`src/rtl/glitch_seq_pkg.sv`:
```
// Shared state encoding and configuration helpers for the glitch sequencer.
package glitch_seq_pkg;

  typedef enum logic [2:0] {
    ST_IDLE      = 3'd0,
    ST_ARM       = 3'd1,
    ST_WAIT_TRIG = 3'd2,
    ST_DELAY     = 3'd3,
    ST_PULSE     = 3'd4,
    ST_GAP       = 3'd5,
    ST_DONE      = 3'd6
  } seq_state_t;

  // Zero-valued width/gap/count settings behave as 1.
  function automatic logic [31:0] clamp_to_one(input logic [31:0] value);
    return (value == 32'd0) ? 32'd1 : value;
  endfunction

endpackage

```
`src/rtl/glitch_sequencer_down_counter.sv`:
```
// Loadable down counter that holds at zero, with a zero flag for the FSM.
module down_counter
  import glitch_seq_pkg::*;
#(
  parameter int W = 8
) (
  input  logic         clk,
  input  logic         rst,
  input  logic         load,
  input  logic         dec,
  input  logic [W-1:0] value,
  output logic         zero
);

  logic [W-1:0] count_reg;

  always_ff @(posedge clk or posedge rst) begin
    if (rst) begin
      count_reg <= '0;
    end else if (load) begin
      count_reg <= value;
    end else if (dec && (count_reg != '0)) begin
      count_reg <= count_reg - W'(1);
    end
  end

  assign zero = (count_reg == '0);

endmodule

```
`src/rtl/glitch_sequencer.sv`:
```
// Sequences one glitch attempt: arm the edge detector, wait for its trigger,
// delay, then emit a burst of pulses with programmable width, gap and count.
module glitch_sequencer
  import glitch_seq_pkg::*;
#(
  parameter int DELAY_W        = 16,
  parameter int WIDTH_W        = 8,
  parameter int COUNT_W        = 4,
  parameter int TIMEOUT_CYCLES = 0
) (
  input  logic               clk,
  input  logic               rst,
  input  logic               start,
  input  logic               abort,
  input  logic [DELAY_W-1:0] cfg_delay,
  input  logic [WIDTH_W-1:0] cfg_width,
  input  logic [WIDTH_W-1:0] cfg_gap,
  input  logic [COUNT_W-1:0] cfg_count,
  input  logic               trigger,
  output logic               arm,
  output logic               glitch,
  output logic               busy,
  output logic               done,
  output logic               timeout,
  output logic               aborted
);

  // Delay and trigger timeout share one counter, so it must hold either range.
  localparam int TO_W = (TIMEOUT_CYCLES > 1) ? $clog2(TIMEOUT_CYCLES) : 1;
  localparam int DC_W = (TO_W > DELAY_W) ? TO_W : DELAY_W;
  localparam logic [DC_W-1:0] TO_LOAD = DC_W'((TIMEOUT_CYCLES > 0) ? TIMEOUT_CYCLES - 1 : 0);
  localparam bit TO_EN = (TIMEOUT_CYCLES > 0);

  seq_state_t         state_reg, state_next;
  logic [DELAY_W-1:0] delay_reg;
  logic [WIDTH_W-1:0] width_reg, gap_reg;
  logic [COUNT_W-1:0] remain_reg, remain_next;

  logic               start_take;
  logic               dc_load, dc_dec, dc_zero;
  logic [DC_W-1:0]    dc_value;
  logic               wc_load, wc_dec, wc_zero;
  logic [WIDTH_W-1:0] wc_value;
  logic               timeout_next, aborted_next;

  down_counter #(.W(DC_W)) u_delay_cnt (
    .clk   (clk),
    .rst   (rst),
    .load  (dc_load),
    .dec   (dc_dec),
    .value (dc_value),
    .zero  (dc_zero)
  );

  down_counter #(.W(WIDTH_W)) u_width_cnt (
    .clk   (clk),
    .rst   (rst),
    .load  (wc_load),
    .dec   (wc_dec),
    .value (wc_value),
    .zero  (wc_zero)
  );

  // Counters are loaded with (length - 1) so each state lasts exactly its length.
  always_comb begin
    state_next   = state_reg;
    remain_next  = remain_reg;
    start_take   = 1'b0;
    dc_load      = 1'b0;
    dc_dec       = 1'b0;
    dc_value     = '0;
    wc_load      = 1'b0;
    wc_dec       = 1'b0;
    wc_value     = '0;
    timeout_next = 1'b0;
    aborted_next = 1'b0;

    if (abort && (state_reg != ST_IDLE)) begin
      state_next   = ST_IDLE;
      aborted_next = 1'b1;
    end else begin
      case (state_reg)
        ST_IDLE: begin
          if (start && !abort) begin
            start_take  = 1'b1;
            remain_next = COUNT_W'(clamp_to_one(32'(cfg_count)));
            state_next  = ST_ARM;
          end
        end
        ST_ARM: begin
          dc_load    = 1'b1;
          dc_value   = TO_LOAD;
          state_next = ST_WAIT_TRIG;
        end
        ST_WAIT_TRIG: begin
          if (trigger) begin
            if (delay_reg == '0) begin
              wc_load    = 1'b1;
              wc_value   = width_reg - WIDTH_W'(1);
              state_next = ST_PULSE;
            end else begin
              dc_load    = 1'b1;
              dc_value   = DC_W'(delay_reg) - DC_W'(1);
              state_next = ST_DELAY;
            end
          end else if (TO_EN && dc_zero) begin
            timeout_next = 1'b1;
            state_next   = ST_IDLE;
          end else begin
            dc_dec = 1'b1;
          end
        end
        ST_DELAY: begin
          if (dc_zero) begin
            wc_load    = 1'b1;
            wc_value   = width_reg - WIDTH_W'(1);
            state_next = ST_PULSE;
          end else begin
            dc_dec = 1'b1;
          end
        end
        ST_PULSE: begin
          if (wc_zero) begin
            remain_next = remain_reg - COUNT_W'(1);
            if (remain_reg != COUNT_W'(1)) begin
              wc_load    = 1'b1;
              wc_value   = gap_reg - WIDTH_W'(1);
              state_next = ST_GAP;
            end else begin
              state_next = ST_DONE;
            end
          end else begin
            wc_dec = 1'b1;
          end
        end
        ST_GAP: begin
          if (wc_zero) begin
            wc_load    = 1'b1;
            wc_value   = width_reg - WIDTH_W'(1);
            state_next = ST_PULSE;
          end else begin
            wc_dec = 1'b1;
          end
        end
        ST_DONE: begin
          state_next = ST_IDLE;
        end
        default: begin
          state_next = ST_IDLE;
        end
      endcase
    end
  end

  // Outputs are decoded from the next state so they align with state entry.
  always_ff @(posedge clk or posedge rst) begin
    if (rst) begin
      state_reg  <= ST_IDLE;
      delay_reg  <= '0;
      width_reg  <= '0;
      gap_reg    <= '0;
      remain_reg <= '0;
      arm        <= 1'b0;
      glitch     <= 1'b0;
      busy       <= 1'b0;
      done       <= 1'b0;
      timeout    <= 1'b0;
      aborted    <= 1'b0;
    end else begin
      state_reg  <= state_next;
      remain_reg <= remain_next;
      if (start_take) begin
        delay_reg <= cfg_delay;
        width_reg <= WIDTH_W'(clamp_to_one(32'(cfg_width)));
        gap_reg   <= WIDTH_W'(clamp_to_one(32'(cfg_gap)));
      end
      arm     <= (state_next == ST_ARM);
      glitch  <= (state_next == ST_PULSE);
      busy    <= (state_next != ST_IDLE);
      done    <= (state_next == ST_DONE);
      timeout <= timeout_next;
      aborted <= aborted_next;
    end
  end

endmodule

```
`config.mk`:
```
export PLATFORM = sky130hd
export DESIGN_NAME = glitch_sequencer
export DESIGN_NICKNAME = d
export VERILOG_FILES = /design/src/rtl/glitch_seq_pkg.sv /design/src/rtl/glitch_sequencer_down_counter.sv /design/src/rtl/glitch_sequencer.sv
export SDC_FILE = /design/constraint.sdc
export NUM_CORES = 1
export LEC_CHECK = 0
export CAP_MARGIN = 30
export CORE_ASPECT_RATIO = 1.5
export CORE_UTILIZATION = 50
export CTS_CLUSTER_DIAMETER = 50
export DETAILED_ROUTE_END_ITERATION = 10
export PLACE_DENSITY = 0.72
export SLEW_MARGIN = 5
export SYNTH_ARGS = -nofsm -noshare
export SYNTH_HDL_FRONTEND = slang
export SYNTH_SLANG_ARGS = --single-unit
```
`constraint.sdc`:
```
create_clock -name clk -period 3.05 [get_ports clk]
set_clock_uncertainty 0.15 [all_clocks]
set_input_delay 0.61 -clock clk [delete_from_list [all_inputs] [get_ports clk]]
set_output_delay 0.61 -clock clk [all_outputs]
set_load 0.01 [all_outputs]
```
# Word level (Yosys, flattened, before mapping)
# Index checks and enable logic that the tools add are counted.
# totals
regBits,68
latchBits,0
ramBits,0
romBits,0
wordCells,105
n_memories,0
# op_classes
n_addsub,6
multipliers,0
div,0
magnitude_cmp,0
n_eq_ne,11
shift,0
n_mux,54
bitwise,1
reduce_logical,21
# ops
operator,n
$mux W16,6
$mux W8,11
$logic_not A16 Y1,2
$pmux W8 S4,1
$sub A16 B1 Y16 const B,2
$logic_not A8 Y1,3
$sub A8 B1 Y8 const B,3
$mux W3,7
$mux W1,20
$pmux W3 S6,1
$reduce_bool A16 Y1,1
$eq A3 B3 Y1 const B,4
$mux W4,3
$pmux W4 S2,1
$reduce_bool A8 Y1,1
$eq A3 B1 Y1 const B,2
$eq A3 B2 Y1 const B,2
$reduce_bool A2 Y1,3
$reduce_bool A3 Y1,2
$logic_and A1 B1 Y1,4
$logic_not A4 Y1,1
$ne A4 B1 Y1 const B,1
$pmux W1 S2,2
$pmux W1 S4,1
other kinds (9),9

# Longest topological paths before layout
# depth
ltp_word,7
mapped_depth,10
mapped_depth_nobuf,8

# By module
# A second synthesis with hierarchy kept.
# unflattened
cells_unflattened,455
area_unflattened_um2,4264.1
# modules_own_cells
module,n_inst,cells_per_inst,area_per_inst_um2
glitch_sequencer,1,280,2733.9
down_counter at u_delay_cnt,1,122,1034.7
down_counter at u_width_cnt,1,53,495.5

# Worst setup path after synthesis
# OpenSTA, ideal clock, no wires.
# synth_timing
path_type,register -> register
from,register delay_reg[0]
to,register u_width_cnt.count_reg[4]
setup_time_ns,0.124
t_arrival_ns,2.121
required_time_ns,2.776
path_slack_ns,0.655
stages_incl_launch_ff,10
synth_period_minus_slack_ns,2.395
cell_sequence,dfrtp_1 inv_1 ha_1 nor4b_1 nand4_2 or2_1 buf_6 nand4b_1 or3b_1 a211o_1
# synth_between
elab_chain_len,6
word_cells_on_any_way,11
# synth_rtl
item,line,rtl
from (decl),glitch_sequencer.sv:35,logic [DELAY_W-1:0] delay_reg;
from (signal assigned),glitch_sequencer.sv:173,delay_reg <= cfg_delay;
$logic_not A16 Y1 *,glitch_sequencer.sv:97,if (delay_reg == '0) begin
$mux W8 / $mux W1 (equally long branches),glitch_sequencer.sv:97,
$mux W8 / $mux W1 (equally long branches),glitch_sequencer.sv:96,if (trigger) begin
$pmux W8 S4 / $pmux W1 S4 (equally long branches),glitch_sequencer.sv:82,case (state_reg)
$mux W8 / $mux W1 (equally long branches),glitch_sequencer.sv:78,if (abort && (state_reg != ST_IDLE)) begin
$mux W8 / $reduce_bool A2 Y1 (equally long branches),--,
to (signal assigned),glitch_sequencer_down_counter.sv:21,count_reg <= value;
to (signal assigned),glitch_sequencer_down_counter.sv:23,count_reg <= count_reg - W'(1);
to (decl),glitch_sequencer_down_counter.sv:15,logic [W-1:0] count_reg;
# Mark *: on every way between the ends. The rest lies on a longest branch, timed or not.
# A chain may end at the register's enable or synchronous reset.

# Worst setup path in the final report
# Ends and elaborated chain as after synthesis.

==> flow_metrics.tcl <==
set metrics [dict create \
    synthCells 487 \
    hp-class "reg -> reg" \
    areaGrowthSynthToFinish_pct 21.9 \
    first_pass_iters 4 \
    grt_pass1_vias 3598 \
    die_area_um2 8700 \
    grt_pass1_wl_um 17100 \
    grt_overflow 0 \
    p_sw_mw 1.82 \
    slowest_stage "dfrtp_1" \
    cp.required_ns 3.12 \
    die-height_um 114 \
    worst_setup_path_end_kind "register" \
    portBuffers 45 \
    power_density_nw_per_um2 900 \
    gp_congestion 0.922 \
    synth_cell_types 70 \
    synth_edf_count 0 \
    gr-usage-met2_pct 48.0 \
    crit_buf_inv 1 \
    seq_power_share_pct 37.6 \
    hold_viol 0 \
    rows 40 \
    met1_usage_pct 27.7 \
    min_period_over_period_pct 87.7 \
    swShare_pct 39.8 \
    slowest_delay_ns 0.40 \
    slew_headroom_pct 57.8 \
    avgSynthCellArea_um2 8.55 \
    setup_tns_ns 0 \
    cts-root-buf "clkbuf_16" \
    intPower_mw 2.75 \
    numCtsBuffers 9 \
    numClockSinks 68 \
    dp_hpwl_um 7630 \
    slew_viol_final 0 \
    syn-num-nets 537 \
    start_util_pct 51.7 \
    n_antenna_cell 0 \
    avgRoutedWirePerCell_um 15.8 \
    drive_gt1_share_pct 9.04 \
    crit_chain "inv_1 > ha_1 > nor4b_1 > nand4_2 > or2_1 > nand4b_1 > or3b_1 > a211o_1" \
    clockPowerShare_pct 23.5 \
    routed_wl_um 10200 \
    start_kind "register" \
    rsz0062_at_grt "false" \
    clk_pin_slew_ns 0.06 \
    synthArstFlopShare_pct 100 \
    p_leak_nw 2.26 \
    drc 0 \
    ys.warnings.count 0 \
    setup_viol 0 \
    p_comb_share_pct 38.9 \
    ys_seq_elements 68 \
    cts_hold_buf 0 \
    vdd_drop_max_mv 0.602 \
    antenna_left 0 \
    max_cap_viol_count 0 \
    nFillCells 701 \
    io_pins 47 \
    status "finished, final reports clean" \
    fmax_mhz 374 \
    grtUsageTotal_pct 25.5 \
    core_um2 8060 \
    syn_area_um2 4160 \
    mostFrequentLayoutCells "105 x nand2_1, 68 x dfrtp_1, 45 x clkdlybuf4s50_1" \
    grt-busiest-layer "met2" \
    tightest_slew_ns 0.629 \
    cp.arrival_ns 2.75 \
    cts.path.max_buffers 2 \
    final_common_cell "nand2_1" \
    crit_type "reg -> reg" \
    cts_resized 0 \
    holdWs_ns 0.360 \
    min_period_ns 2.68 \
    power_mw 4.57 \
    tritoncts "yes" \
    grt_max_degree 69 \
    antenna_found_initial 0 \
    clk_latency_ns 0.34 \
    cp_max_fo 7 \
    h-tree-depth 3 \
    dr.first_iter.drc_count 152 \
    met3_usage_pct 4.40 \
    ys.flop_type "dfrtp_1" \
    die-width_um 76.5 \
    fin_nets 587 \
    vias 3627 \
    vias_per_cell 5.61 \
    final_util_pct 63.0 \
    ys_seq_area_share_pct 40.9 \
    cp_top_family "simple AND/OR/NAND/NOR gates" \
    postCtsSetupBuffers 0 \
]
cell families after synthesis:
group	Yosys count	share of synthesized area [%]
DFF	68	40.9
adders and majority gates	9	2.71
buffers and inverters	42	4.39
other	1	0.0901
xor gates and xnor gates	39	8.21
AOI/OAI and AO/OA	83	13.2
muxes	2	0.511
and+or+nand+nor	243	30.0
power groups by stage:
| stage | sequential (mW) | combinational (mW) | clock (mW) |
|---|---|---|---|
| after floorplan | 1.61 | 1.32 | 0 |
| after global placement | 1.71 | 1.72 | 0 |
| after detailed placement | 1.73 | 1.76 | 0 |
| after CTS | 1.72 | 1.78 | 1.09 |
| after global routing | 1.78 | 1.99 | 1.13 |
| final | 1.72 | 1.78 | 1.07 |
Yosys cell counts (3+ instances only):
cell      count  area [um^2]
nand4b_1      4         35.0
clkbuf_1      8         30.0
o21a_1        4         30.0
or4_1         3         22.5
dfrtp_1      68         1700
ha_1          9          113
inv_1        21         78.8
nor3b_1       5         37.5
xnor2_1      16          140
nor4_1        8         50.1
a211o_1       3         26.3
buf_1         3         11.3
nor3_1       22          110
o21ai_0      12         60.1
o22ai_1      12         75.1
nand3_1      13         65.1
a31oi_1       8         50.1
nand4_1       5         31.3
nor2b_1       4         25.0
buf_2         5         25.0
nand3b_1      4         30.0
xor2_1       23          201
and2_1        3         18.8
nand2b_1      3         18.8
a21oi_1      17         85.1
nor2_1       35          131
or3_1         3         18.8
a221oi_1      3         26.3
nand2_1     105          394
o22a_1        4         35.0
buf_4         3         22.5
worst reg2reg max path, delay by kind of cell (launching register included):
kind / cells / cell delay, ns
fa+ha+maj: 1 / 0.25
simple gates: 5 / 1.35
flops: 1 / 0.40
buf+inv: 1 / 0.09
compound gates: 1 / 0.30
metrics by stage:
stage / instances / setup slack, ns / instance area [um^2]
floorplan: 487 / 0.578 / 4160
global placement: 631 / 0.204 / 4760
detailed placement: 631 / 0.145 / 4760
CTS: 647 / 0.352 / 5070
global route: 647 / 0.221 / 5070
finish: 647 / 0.374 / 5070
layer usage:
layer	wire length (um)	share of wire, %
met5	0	0
met4	265	2.6
met3	215	2.1
met2	5720	56
met1	4000	39
final timing paths:
kind	startpoint	endpoint	slack [ns]	depth (start not counted)
max in group asynchronous	rst	delay_reg[1]$_DFFE_PP0P_	1.94	3
worst max-delay path	delay_reg[0]$_DFFE_PP0P_	u_width_cnt.count_reg[4]$_DFFE_PP0P_	0.37	8
min in group asynchronous	rst	u_width_cnt.count_reg[6]$_DFFE_PP0P_	0.49	3
worst max register to register	delay_reg[0]$_DFFE_PP0P_	u_width_cnt.count_reg[4]$_DFFE_PP0P_	0.37	8
worst min-delay path	width_reg[7]$_DFFE_PP0P_	width_reg[7]$_DFFE_PP0P_	0.36	2
worst min register to register	width_reg[7]$_DFFE_PP0P_	width_reg[7]$_DFFE_PP0P_	0.36	2
final cells by class:
cell class / count / area (um^2) / share of cell area, %
Clock buffer: 11 / 253 / 4.98
Clock inverter: 5 / 60.1 / 1.18
Inverter: 22 / 82.6 / 1.63
Multi-Input combinational cell: 377 / 2280 / 44.9
Sequential cell: 68 / 1700 / 33.5
Tap cell: 105 / 131 / 2.59
Timing Repair Buffer: 59 / 568 / 11.2
Power figures use the tool's default switching activity.
